===== config.mk =====
export PLATFORM = sky130hd
export DESIGN_NAME = flash_reader_flat
export DESIGN_NICKNAME = d
export VERILOG_FILES = /design/src/rtl/flash_reader_if.sv /design/src/rtl/flash_reader.sv /design/src/flat_wrapper.sv
export SDC_FILE = /design/constraint.sdc
export NUM_CORES = 1
export LEC_CHECK = 0
export BUFFER_PORTS_ARGS = -buffer_cell sky130_fd_sc_hd__clkbuf_2
export CORE_MARGIN = 1
export CORE_UTILIZATION = 65
export DETAILED_ROUTE_END_ITERATION = 8
export PLACE_DENSITY = 0.83
export SLEW_MARGIN = 15
export SYNTH_ARGS = -nofsm -noshare
export SYNTH_HDL_FRONTEND = slang
export SYNTH_SLANG_ARGS = --single-unit

===== constraint.sdc =====
create_clock -name clk -period 4.55 [get_ports clk]
set_clock_uncertainty 0.05 [all_clocks]
set_input_delay 0.91 -clock clk [delete_from_list [all_inputs] [get_ports clk]]
set_output_delay 0.91 -clock clk [all_outputs]
set_load 0.03 [all_outputs]

===== src/rtl/flash_reader_if.sv =====
// CPU-side flash-read port: level request with address, and the returned byte with its ready flag.
interface flash_reader_if;
    logic        enable;
    logic [10:0] addr;
    logic [7:0]  data_out;
    logic        data_ready;

    modport master (output enable, output addr, input data_out, input data_ready);
    modport slave  (input enable, input addr, output data_out, output data_ready);
endinterface


===== src/rtl/flash_reader.sv =====
// SPI NOR flash byte reader: issues READ (0x03) + 24-bit address, shifts in one byte (SPI mode 0).
// Optional one-entry read cache enabled by defining FLASH_READER_CACHE_EN.
module flash_reader #(
    parameter int unsigned CLK_DIV        = 2,
    parameter logic [23:0] BASE_ADDR      = 24'h000000,
    parameter logic [15:0] STARTUP_CYCLES = 16'd1000
) (
    input  logic          clk,
    input  logic          reset,
    flash_reader_if.slave bus,
    output logic          flash_clk,
    output logic          flash_cs_n,
    output logic          flash_mosi,
    input  logic          flash_miso
);

    typedef enum logic [1:0] {
        ST_STARTUP = 2'd0,
        ST_IDLE    = 2'd1,
        ST_SHIFT   = 2'd2,
        ST_DONE    = 2'd3
    } state_t;

    state_t      state_r, state_s;
    logic [15:0] startup_cnt_r, startup_cnt_s;
    logic [15:0] div_cnt_r, div_cnt_s;
    logic [5:0]  pulse_r, pulse_s;
    logic [30:0] shift_r, shift_s;
    logic [7:0]  rx_r, rx_s;
    logic        sck_r, sck_s;
    logic        cs_n_r, cs_n_s;
    logic        mosi_r, mosi_s;
    logic [7:0]  data_out_r, data_out_s;
    logic        data_ready_r, data_ready_s;

    logic [23:0] addr_sum_s;
    logic [31:0] cmd_word_s;
    logic        tick_s;
    logic        last_s;
    logic        hit_s;

    assign addr_sum_s = BASE_ADDR + {13'd0, bus.addr};
    assign cmd_word_s = {8'h03, addr_sum_s};
    assign tick_s     = (div_cnt_r == 16'(CLK_DIV - 32'd1));
    assign last_s     = tick_s && sck_r && (pulse_r == 6'd39);

`ifdef FLASH_READER_CACHE_EN
    // data_out_r always holds the byte of the cached address, so only the tag is stored.
    logic        cache_valid_r, cache_valid_s;
    logic [10:0] cache_addr_r, cache_addr_s;
    assign hit_s = cache_valid_r && (cache_addr_r == bus.addr);
`else
    assign hit_s = 1'b0;
`endif

    assign flash_clk       = sck_r;
    assign flash_cs_n      = cs_n_r;
    assign flash_mosi      = mosi_r;
    assign bus.data_out    = data_out_r;
    assign bus.data_ready  = data_ready_r;

    // State and datapath registers with synchronous reset
    always_ff @(posedge clk) begin
        if (reset) begin
            state_r       <= ST_STARTUP;
            startup_cnt_r <= 16'd0;
            div_cnt_r     <= 16'd0;
            pulse_r       <= 6'd0;
            shift_r       <= 31'd0;
            rx_r          <= 8'd0;
            sck_r         <= 1'b0;
            cs_n_r        <= 1'b1;
            mosi_r        <= 1'b0;
            data_out_r    <= 8'd0;
            data_ready_r  <= 1'b0;
`ifdef FLASH_READER_CACHE_EN
            cache_valid_r <= 1'b0;
            cache_addr_r  <= 11'd0;
`endif
        end else begin
            state_r       <= state_s;
            startup_cnt_r <= startup_cnt_s;
            div_cnt_r     <= div_cnt_s;
            pulse_r       <= pulse_s;
            shift_r       <= shift_s;
            rx_r          <= rx_s;
            sck_r         <= sck_s;
            cs_n_r        <= cs_n_s;
            mosi_r        <= mosi_s;
            data_out_r    <= data_out_s;
            data_ready_r  <= data_ready_s;
`ifdef FLASH_READER_CACHE_EN
            cache_valid_r <= cache_valid_s;
            cache_addr_r  <= cache_addr_s;
`endif
        end
    end

    // Next-state logic
    always_comb begin
        state_s = state_r;
        case (state_r)
            ST_STARTUP: begin
                if (({1'b0, startup_cnt_r} + 17'd1) >= {1'b0, STARTUP_CYCLES}) begin
                    state_s = ST_IDLE;
                end else begin
                    state_s = ST_STARTUP;
                end
            end
            ST_IDLE: begin
                if (bus.enable) begin
                    state_s = hit_s ? ST_DONE : ST_SHIFT;
                end else begin
                    state_s = ST_IDLE;
                end
            end
            ST_SHIFT: begin
                if (last_s) begin
                    state_s = bus.enable ? ST_DONE : ST_IDLE;
                end else begin
                    state_s = ST_SHIFT;
                end
            end
            ST_DONE: begin
                if (!bus.enable) begin
                    state_s = ST_IDLE;
                end else begin
                    state_s = ST_DONE;
                end
            end
            default: state_s = ST_STARTUP;
        endcase
    end

    // Datapath and pin updates for each state
    always_comb begin
        startup_cnt_s = startup_cnt_r;
        div_cnt_s     = div_cnt_r;
        pulse_s       = pulse_r;
        shift_s       = shift_r;
        rx_s          = rx_r;
        sck_s         = sck_r;
        cs_n_s        = cs_n_r;
        mosi_s        = mosi_r;
        data_out_s    = data_out_r;
        data_ready_s  = data_ready_r;
`ifdef FLASH_READER_CACHE_EN
        cache_valid_s = cache_valid_r;
        cache_addr_s  = cache_addr_r;
`endif
        case (state_r)
            ST_STARTUP: startup_cnt_s = startup_cnt_r + 16'd1;
            ST_IDLE: begin
                if (bus.enable && hit_s) begin
                    data_ready_s = 1'b0;
                end else if (bus.enable) begin
                    data_ready_s = 1'b0;
                    cs_n_s       = 1'b0;
                    sck_s        = 1'b0;
                    mosi_s       = cmd_word_s[31];
                    shift_s      = cmd_word_s[30:0];
                    div_cnt_s    = 16'd0;
                    pulse_s      = 6'd0;
                    rx_s         = 8'd0;
`ifdef FLASH_READER_CACHE_EN
                    cache_valid_s = 1'b0;
                    cache_addr_s  = bus.addr;
`endif
                end else begin
                    data_ready_s = data_ready_r;
                end
            end
            ST_SHIFT: begin
                if (!tick_s) begin
                    div_cnt_s = div_cnt_r + 16'd1;
                end else if (!sck_r) begin
                    div_cnt_s = 16'd0;
                    sck_s     = 1'b1;
                    rx_s      = (pulse_r >= 6'd32) ? {rx_r[6:0], flash_miso} : rx_r;
                end else if (pulse_r != 6'd39) begin
                    div_cnt_s = 16'd0;
                    sck_s     = 1'b0;
                    pulse_s   = pulse_r + 6'd1;
                    shift_s   = {shift_r[29:0], 1'b0};
                    mosi_s    = (pulse_r < 6'd31) ? shift_r[30] : 1'b0;
                end else begin
                    div_cnt_s    = 16'd0;
                    sck_s        = 1'b0;
                    pulse_s      = 6'd0;
                    cs_n_s       = 1'b1;
                    mosi_s       = 1'b0;
                    data_out_s   = rx_r;
                    data_ready_s = 1'b1;
`ifdef FLASH_READER_CACHE_EN
                    cache_valid_s = 1'b1;
`endif
                end
            end
            ST_DONE: data_ready_s = 1'b1;
            default: startup_cnt_s = 16'd0;
        endcase
    end

endmodule


===== src/flat_wrapper.sv =====
// flat-port wrapper written by rule: the top's interface ports become plain ports
module flash_reader_flat 
#(
    parameter int unsigned CLK_DIV        = 2,
    parameter logic [23:0] BASE_ADDR      = 24'h000000,
    parameter logic [15:0] STARTUP_CYCLES = 16'd1000
)
  (clk, reset, flash_clk, flash_cs_n, flash_mosi, flash_miso, bus_enable, bus_addr, bus_data_out, bus_data_ready);
  flash_reader_if bus_i ();
  input  logic clk;
  input  logic reset;
  output logic flash_clk;
  output logic flash_cs_n;
  output logic flash_mosi;
  input  logic flash_miso;
  input wire logic [$bits(bus_i.enable)-1:0] bus_enable;
  input wire logic [$bits(bus_i.addr)-1:0] bus_addr;
  output wire logic [$bits(bus_i.data_out)-1:0] bus_data_out;
  output wire logic [$bits(bus_i.data_ready)-1:0] bus_data_ready;
  assign bus_i.enable = bus_enable;
  assign bus_i.addr = bus_addr;
  assign bus_data_out = bus_i.data_out;
  assign bus_data_ready = bus_i.data_ready;
  flash_reader #(.CLK_DIV(CLK_DIV), .BASE_ADDR(BASE_ADDR), .STARTUP_CYCLES(STARTUP_CYCLES)) u_core (.clk(clk), .reset(reset), .bus(bus_i), .flash_clk(flash_clk), .flash_cs_n(flash_cs_n), .flash_mosi(flash_mosi), .flash_miso(flash_miso));
endmodule

==> results of run 1 <==
[sequential cells by signal (all words and copies together), names as in the netlist]
register	count
u_core.flash_cs_n	1
u_core.shift_r	31
u_core.flash_mosi	1
u_core.rx_r	8
u_core.pulse_r	6
u_core.state_r	2
u_core.flash_clk	1
u_core.bus.data_out	8
u_core.bus.data_ready	1
u_core.startup_cnt_r	16
u_core.div_cnt_r	16
[cell usage after synthesis, drive strengths merged (3+ instances only)]
cell type	count	area, µm²
dfxtp	91	1820
nor2	65	244
nand2	49	184
a21oi	30	158
nand3	24	120
clkbuf	17	65.1
inv	16	60.1
nand4	16	100
buf	15	82.6
xnor2	15	131
o22ai	14	87.6
o21ai	13	65.1
o221a	12	135
mux2i	9	90.1
nor3	9	45.0
nor4	8	80.1
xor2	8	70.1
or3	7	43.8
and3	6	37.5
o32ai	6	52.6
a311oi	5	43.8
ha	5	62.6
a31oi	4	25.0
a41oi	4	35.0
nand2b	4	25.0
a21o	3	22.5
and3b	3	26.3
and4	3	28.8
nand3b	3	22.5
nor2b	3	18.8
or4	3	22.5
[per-stage QoR]
| step | setup WS [ns] | area (µm²) | hold slack [ns] |
|---|---|---|---|
| 3_5_place_dp | 1.69 | 4270 | 0.398 |
| 4_1_cts | 1.68 | 4470 | 0.412 |
| 5_1_grt | 1.44 | 4470 | 0.441 |
| 3_3_place_gp | 1.76 | 4270 | 0.389 |
| 2_1_floorplan | 2.54 | 4180 | 0.381 |
| 6_report | 1.66 | 4470 | 0.407 |
[worst max path at each step]
stage                          end  depth (start not counted)                start
6_report         u_core.shift_r[7]                          6  u_core.div_cnt_r[0]
3_5_place_dp     u_core.shift_r[9]                          6  u_core.div_cnt_r[0]
2_1_floorplan  u_core.div_cnt_r[6]                          6           bus_enable
4_1_cts          u_core.shift_r[7]                          6  u_core.div_cnt_r[0]
3_3_place_gp    u_core.shift_r[24]                          5           bus_enable
5_1_grt         u_core.shift_r[10]                          6  u_core.div_cnt_r[0]
[per-layer routing]
metal / part of all wire, % / vias to the layer above / global-route usage, %
met5: 0 / - / 0
met4: 1.2 / 0 / 11.2
met3: 4.4 / 7 / 3.30
met2: 45 / 74 / 42.2
met1: 49 / 1659 / 34.2
li1: - / 1767 / -
[tightest hold or removal path, cell delays in order (launching register included)]
cell and delay (ns):
dfxtp_1 0.32, nand2_1 0.05, a21oi_1 0.05
[power breakdown]
part / internal, mW / switching [mW] / leakage [nW]
Clock: 0.260 / 0.287 / 0.0975
Combinational: 0.0671 / 0.117 / 0.759
Sequential: 0.829 / 0.0371 / 0.735
Total: 1.16 / 0.441 / 1.59
[cell families after synthesis]
kind of cell / count (synthesis) / synth area share (%)
and+or+nand+nor: 207 / 24.9
AOI/OAI and AO/OA: 104 / 17.9
DFF: 91 / 43.6
buffers and inverters: 49 / 5.18
xor gates and xnor gates: 23 / 4.82
muxes: 9 / 2.15
adders and majority gates: 5 / 1.50
[area by class of cell]
class / instances / share of cell area (%)
tap: 75 / 2.10
inverter: 16 / 1.34
clock buffer: 10 / 2.85
sequential: 91 / 40.7
timing repair buffer: 28 / 3.24
multi-input combinational: 348 / 48.1
clock inverter: 6 / 1.62
[placed cells by master, fill, tap and decap left out, types with 12 or more instances in the layout]
cell,instances
dfxtp_1,91
nor2_1,65
nand2_1,49
a21oi_1,28
clkbuf_2,26
nand3_1,24
inv_1,16
nand4_1,16
xnor2_1,15
o22ai_1,14
o221a_2,12
o21ai_0,12
==> results.tsv, run 1 <==
metric	value	unit
status	completed	
rows	28	
clk_latency	0.36	ns
utilization	73.8	%
die_area	0.00676	mm²
holdBufCountCts	0	
slew_violations	0	
worstMarginPinSlew	1.06	ns
routed_wl	8.34	mm
cp-end-kind	flop	
hold_path.class	flop to flop	
die_h	82.2	µm
power	1.60	mW
cellPowerDensity	357	mW/mm²
finalWeightedCongestion	0.883	
cts.path.max_buffers	2	
fin_nets	514	
cts.htree.levels	3	
slew_headroom	28.9	%
hold_viol_final	0	
hp-start	u_core.rx_r[7]	
r2r.worst_path.cells	6	
crit_path_top_delay_cell	nand3_1	
ios	27	
ctsResizeCount	0	
layout-drive-gt1-share	12.6	%
reg2reg_to	u_core.shift_r[7]	
synth_cell_types	50	
cts_tree	built	
clkTransAtPathRegs	0.09	ns
drt_iter0_markers	230	
r2r_start	u_core.div_cnt_r[0]	
crit_path_max_incr_delay	0.73	ns
synth_area_per_cell	8.57	µm²
grt_use_total	25.9	%
vias_per_cell	6.11	
io_buffers	26	
cp.arrival	3.08	ns
dp_hpwl	5.61	mm
place_inst	558	
grt_start_max_net_pins	65	
syn_area	0.00418	mm²
async_reset_ff_share	0	%
overflow	0	
multiInputGateArea	0.00215	mm²
rsz0062_at_grt	no	
clock-sinks	91	
drcViolationCount	0	
antenna_left	0	
syn_to_final_growth	6.94	%
min_to	u_core.rx_r[7]	
layout.cells.non_filler	574	
crit_required	4.74	ns
power.static_leakage	1.59	nW
syn_nets	508	
cts_root_buf	clkbuf_8	
whs_path_depth	2	
vias	3507	
finalSetupViolCount	0	
ys_seq_elements	91	
fmax	346	MHz
drtPass1Iterations	4	
path_buf_inv	0	
synth_edf_count	0	
ys_seq_area_share	43.6	%
cts_setup_buffers	0	
path_cells	ha_1 > nor4b_4 > and4_1 > and2_1 > nand3_1 > o221a_2	
nFillCells	490	
yosysWarningCount	0	
vdd_ir_drop_max	0.267	mV
die_w	82.2	µm
setup_tns	0	ns
synth-main-ff-cell	dfxtp_1	
wire_per_inst	14.5	µm
post-route-period-util	63.5	%
cpLargestDelayFamily	simple AND/OR/NAND/NOR gates	
diodes	0	
rrSetupSlack	1.66	ns
syn-instance-count	488	
startpoint_type	flop	
maxCapViolCount	0	
path_max_fanout	30	
cts_buffers	9	
design.core.area	0.00606	mm²
grt_antenna_before_repair	0	
regArea	0.00182	mm²
worstSetupPathType	flop to flop	
period_minus_slack	2.89	ns
initial_core_util	69.0	%
grt_pass1_wl	13.6	mm
grt_pass1_vias	3110	
Note: power is estimated with default switching activity, not from simulation.
==> run 2: changes to the inputs <==
--- a/config.mk
+++ b/config.mk
@@ -5,11 +5,12 @@
 export SDC_FILE = /design/constraint.sdc
 export NUM_CORES = 1
 export LEC_CHECK = 0
+export ABC_AREA = 1
 export BUFFER_PORTS_ARGS = -buffer_cell sky130_fd_sc_hd__clkbuf_2
 export CORE_MARGIN = 1
-export CORE_UTILIZATION = 65
+export CORE_UTILIZATION = 61
 export DETAILED_ROUTE_END_ITERATION = 8
-export PLACE_DENSITY = 0.83
+export PLACE_DENSITY = 0.78
 export SLEW_MARGIN = 15
 export SYNTH_ARGS = -nofsm -noshare
 export SYNTH_HDL_FRONTEND = slang
==> constraint.sdc (replaced) <==
create_clock -name clk -period 3 [get_ports clk]
set_clock_uncertainty 0.05 [all_clocks]
set_input_delay 0.6 -clock clk [delete_from_list [all_inputs] [get_ports clk]]
set_output_delay 0.6 -clock clk [all_outputs]
set_load 0.03 [all_outputs]
==> run 2 against run 1 <==
The run now ends with DRC left. Critical path depth increased by 2. Fmax grew 32%. First-iteration DRC count is the same. Largest power group unchanged.
==> results.tsv, run 2 <==
metric	value	unit
cts_root_buf	clkbuf_8	
rrSetupSlack	0.82	ns
reg_top3	u_core.shift_r x31, u_core.div_cnt_r x16, u_core.startup_cnt_r x16	
yosysMostFrequentCell	nand2_1	
design.core.area	0.00725	mm²
setup_tns	0	ns
path_cells	nor2_4 > inv_2 > nand2_2 > nand3_2 > nor2_2 > buf_4 > o21ai_0 > nor2_1	
async_reset_ff_share	0	%
path_max_fanout	30	
period_minus_slack	2.18	ns
layout_commonest_cell	nand2_1	
top_register	u_core.shift_r	
post-route-period-util	72.8	%
grt_use_total	25.8	%
ctsResizeCount	0	
worstMarginPinSlew	0.548	ns
ys_seq_elements	91	
cts_buffers	9	
synth-main-ff-cell	dfxtp_1	
cts_setup_buffers	0	
yosysTopAreaCell	dfxtp_1	
crit_path_max_incr_delay	0.41	ns
largest_register_ffs	31	
cellPowerDensity	668	mW/mm²
overflow	0	
ys_seq_area_share	40.0	%
ios	27	
grt_pass1_vias	3704	
syn_nets	713	
crit_path_top_delay_cell	dfxtp_1	
r2r_start	u_core.state_r[0]	
cts.htree.levels	3	
finalSetupViolCount	0	
path_buf_inv	2	
syn_to_final_growth	7.68	%
syn_area	0.00456	mm²
grt_pass1_wl	15.9	mm
io_buffers	26	
dp_hpwl	6.48	mm
clock-sinks	91	
synth_top_area_share	40.0	%
mostFrequentLayoutCells	208 x nand2_1, 93 x nor2_1, 91 x dfxtp_1	
die_h	88.5	µm
hold_viol_final	0	
cts_tree	built	
synth.area.top_cells	dfxtp_1 40%, nand2_1 17%, nor2_1 7.7%	
clk_latency	0.36	ns
yosysWarningCount	0	
antenna_left	0	
status	finished, violations left	
die_w	88.5	µm
vias_per_cell	5.23	
cp.depth	8	
rows	31	
setup_slack	0.817	ns
synth_edf_count	0	
maxCapViolCount	0	
worstSetupPathType	flop to flop	
drt_iter0_markers	230	
r2r.worst_path.cells	8	
cts.path.max_buffers	2	
cp.arrival	2.39	ns
cp-end-kind	flop	
slew_violations	0	
vias	4250	
nFillCells	630	
slew_headroom	63.4	%
rsz0062_at_grt	no	
finalWeightedCongestion	0.897	
violations	DRC	
drtPass1Iterations	7	
fin_nets	729	
power.static_leakage	2.04	nW
synth_common_cells	208 x nand2_1, 93 x nor2_1, 91 x dfxtp_1	
synth_area_per_cell	6.58	µm²
synth_cell_types	33	
cp-startpoint	u_core.state_r[0]	
vdd_ir_drop_max	0.464	mV
drcViolationCount	2	
whs	0.400	ns
grt_antenna_before_repair	0	
grt_start_max_net_pins	40	
crit_required	3.20	ns
die_area	0.00782	mm²
hold_path.class	flop to flop	
utilization	67.7	%
cp-endpoint	u_core.shift_r[3]	
syn-instance-count	693	
initial_core_util	62.9	%
clkTransAtPathRegs	0.09	ns
startpoint_type	flop	
fmax	458	MHz
routed_wl	9.56	mm
holdBufCountCts	0	
hp-start	u_core.bus.data_ready	
wire_per_inst	11.8	µm
pre_cts_ws	0.807	ns
diodes	0	
cpLargestDelayFamily	simple AND/OR/NAND/NOR gates	
reg2reg_to	u_core.shift_r[3]	
layout-drive-gt1-share	9.94	%
## run 2: cell types whose count changed in the layout (fill, tap and decap cells not counted), sizes merged, moves of 12 or more
cell / delta
o221a: -12
nor2: +37
xnor2: -14
inv: +71
nand2: +163
o21ai: +32
## run 2: per-stage QoR
step / cells / total power [mW] / instance area [µm²]
3_5_place_dp: 797 / 2.44 / 4700
4_1_cts: 813 / 3.30 / 4910
3_3_place_gp: 797 / 2.40 / 4700
2_1_floorplan: 693 / 2.28 / 4560
6_report: 813 / 3.28 / 4910
5_1_grt: 813 / 3.51 / 4910
## run 2: kinds of logic after synthesis
logic type / synth area share (%)
compound gates: 11.6
xor+xnor: 0.576
fa+ha+maj: 1.37
buf+inv: 10.5
flops: 40.0
simple gates: 36.1
## run 2: per-layer routing
metal	up-vias	GRT usage (%)	share of wire, %
met5	-	0	0
met4	0	9.53	1.2
met3	11	4.94	3.8
met2	85	43.8	47
met1	1928	32.6	48
li1	2226	-	-
## run 2: worst min path at each step
stage / end / slack, ns / cells past startpoint
global route: u_core.bus.data_ready / 0.42 / 2
detailed placement: u_core.bus.data_ready / 0.39 / 2
finish: u_core.bus.data_ready / 0.40 / 2
floorplan: u_core.bus.data_out[7] / 0.38 / 2
global placement: u_core.bus.data_ready / 0.39 / 2
CTS: u_core.bus.data_ready / 0.41 / 2
## run 2: area by class of cell
cell class | instances | area [µm²] | area share [%]
Clock buffer | 10 | 138 | 2.80
Sequential cell | 91 | 1820 | 37.1
Tap cell | 99 | 124 | 2.52
Clock inverter | 6 | 72.6 | 1.48
Multi-Input combinational cell | 488 | 2260 | 46.0
Timing Repair Buffer | 30 | 160 | 3.26
Inverter | 89 | 334 | 6.80
## run 2: worst register-to-register path, stage by stage (launching register included)
cell	delay (ns)
dfxtp_1	0.41
nor2_4	0.06
inv_2	0.37
nand2_2	0.35
nand3_2	0.31
nor2_2	0.05
buf_4	0.22
o21ai_0	0.21
nor2_1	0.06
## run 2: where the power goes
| part | total, mW | internal (mW) | switching (mW) |
|---|---|---|---|
| Combinational | 0.873 | 0.269 | 0.603 |
| Sequential | 1.55 | 1.41 | 0.139 |
| Clock | 0.861 | 0.417 | 0.445 |
| Total | 3.28 | 2.09 | 1.19 |
==> run 3: changes to the inputs <==
--- a/config.mk
+++ b/config.mk
@@ -8,9 +8,9 @@
 export ABC_AREA = 1
 export BUFFER_PORTS_ARGS = -buffer_cell sky130_fd_sc_hd__clkbuf_2
 export CORE_MARGIN = 1
-export CORE_UTILIZATION = 61
+export CORE_UTILIZATION = 55
 export DETAILED_ROUTE_END_ITERATION = 8
-export PLACE_DENSITY = 0.78
+export PLACE_DENSITY = 0.74
 export SLEW_MARGIN = 15
 export SYNTH_ARGS = -nofsm -noshare
 export SYNTH_HDL_FRONTEND = slang
==> constraint.sdc (replaced) <==
create_clock -name clk -period 2 [get_ports clk]
set_clock_uncertainty 0.05 [all_clocks]
set_input_delay 0.4 -clock clk [delete_from_list [all_inputs] [get_ports clk]]
set_output_delay 0.4 -clock clk [all_outputs]
set_load 0.03 [all_outputs]
==> run 3 against run 2 <==
Wire length increased by 2.0%. Final area is 1.9% higher. Non-clock buffer count increased by 10. The flow now finishes without violations.
==> results.tsv, run 3 (synthesized netlist as in run 2, its figures left out) <==
metric	value	unit
status	completed	
period_minus_slack	1.82	ns
fmax	548	MHz
post-route-period-util	91.2	%
top_register	u_core.shift_r	
worstSetupPathType	flop to flop	
die_h	93.1	µm
cp-end-kind	flop	
mostFrequentLayoutCells	208 x nand2_1, 92 x nor2_1, 90 x dfxtp_1	
routed_wl	9.75	mm
cts_root_buf	clkbuf_8	
drt_iter0_markers	133	
die_area	0.00866	mm²
grt_pass1_vias	4008	
maxCapViolCount	0	
design.core.area	0.00789	mm²
grt_start_max_net_pins	31	
finalSetupViolCount	0	
ios	27	
path_cells	ha_1 > nand3_1 > nor2_1 > nand2_1 > nand2_2 > nand2_4 > nor2_8 > nand2_8 > nand2_1 > nand2_1 > nor2_1	
clkTransAtPathRegs	0.09	ns
cts_tree	built	
wire_per_inst	11.8	µm
utilization	63.4	%
finalWeightedCongestion	0.892	
hold_viol_final	0	
cpMostUsedCell	nand2_1	
clk_latency	0.36	ns
syn_to_final_growth	9.69	%
fin_nets	739	
diodes	0	
grt_pass1_wl	17.3	mm
path_max_fanout	30	
hold_path.class	primary input to flop	
cellPowerDensity	990	mW/mm²
power	4.95	mW
cts.path.max_buffers	2	
layout_commonest_cell	nand2_1	
layout-drive-gt1-share	11.7	%
clock-sinks	91	
crit_path_top_delay_cell	dfxtp_1	
vias_per_cell	5.19	
slew_headroom	67.3	%
dp_hpwl	6.83	mm
antenna_left	0	
cts_buffers	9	
io_buffers	26	
overflow	0	
cts_setup_buffers	0	
cts.htree.levels	3	
grt_antenna_before_repair	0	
startpoint_type	flop	
cp.arrival	2.07	ns
die_w	93.1	µm
rows	32	
crit_required	2.25	ns
vias	4291	
drtPass1Iterations	5	
largest_register_ffs	31	
drcViolationCount	0	
rsz0062_at_grt	no	
setup_tns	0	ns
ctsResizeCount	0	
slew_violations	0	
vdd_ir_drop_max	0.472	mV
worstMarginPinSlew	0.490	ns
reg_top3	u_core.shift_r x31, u_core.div_cnt_r x16, u_core.startup_cnt_r x16	
power.static_leakage	2.08	nW
grt_use_total	24.5	%
initial_core_util	57.8	%
crit_path_max_incr_delay	0.43	ns
holdBufCountCts	0	
-- run 3: layer usage --
metal,vias up,track usage (%),part of all wire [%]
met3,8,3.50,4.0
met2,98,42.3,46
met5,-,0,0
met1,1940,31.5,49
met4,0,7.56,0.95
li1,2245,-,-
-- run 3: final timing paths --
kind | slack [ns] | from | cells past startpoint | endpoint
worst max-delay path | 0.18 | u_core.div_cnt_r[0] | 11 | u_core.shift_r[16]
worst min-delay path | 0.28 | bus_addr[0] | 3 | u_core.shift_r[0]
worst max register to register | 0.18 | u_core.div_cnt_r[0] | 11 | u_core.shift_r[16]
worst min register to register | 0.42 | u_core.bus.data_ready | 2 | u_core.bus.data_ready
-- run 3: area by class of cell --
type                            count  area, µm²
Clock buffer                        9        124
Clock inverter                      7       67.6
Fill cell                         725       2890
Inverter                           89        334
Multi-Input combinational cell    488       2270
Sequential cell                    91       1820
Tap cell                          102        128
Timing Repair Buffer               40        251
-- run 3: report_power, final --
part	internal, mW	switching [mW]
Sequential	2.11	0.201
Combinational	0.485	0.934
Clock	0.489	0.729
-- run 3: per-stage QoR --
step | cell area (µm²) | hold WS (ns) | instances | worst slack (ns)
2_1_floorplan | 4560 | 0.380 | 693 | 0.392
3_3_place_gp | 4790 | 0.394 | 810 | 0.220
3_5_place_dp | 4790 | 0.403 | 810 | 0.169
4_1_cts | 4980 | 0.256 | 826 | 0.121
5_1_grt | 5000 | 0.281 | 826 | 0.00695
6_report | 5000 | 0.278 | 826 | 0.175
-- run 3: worst max-delay path: cells and delay by family, from the launching register on --
| kind | cells | cell delay (ns) |
|---|---|---|
| and+or+nand+nor | 10 | 1.08 |
| adders and majority gates | 1 | 0.20 |
| DFF | 1 | 0.43 |
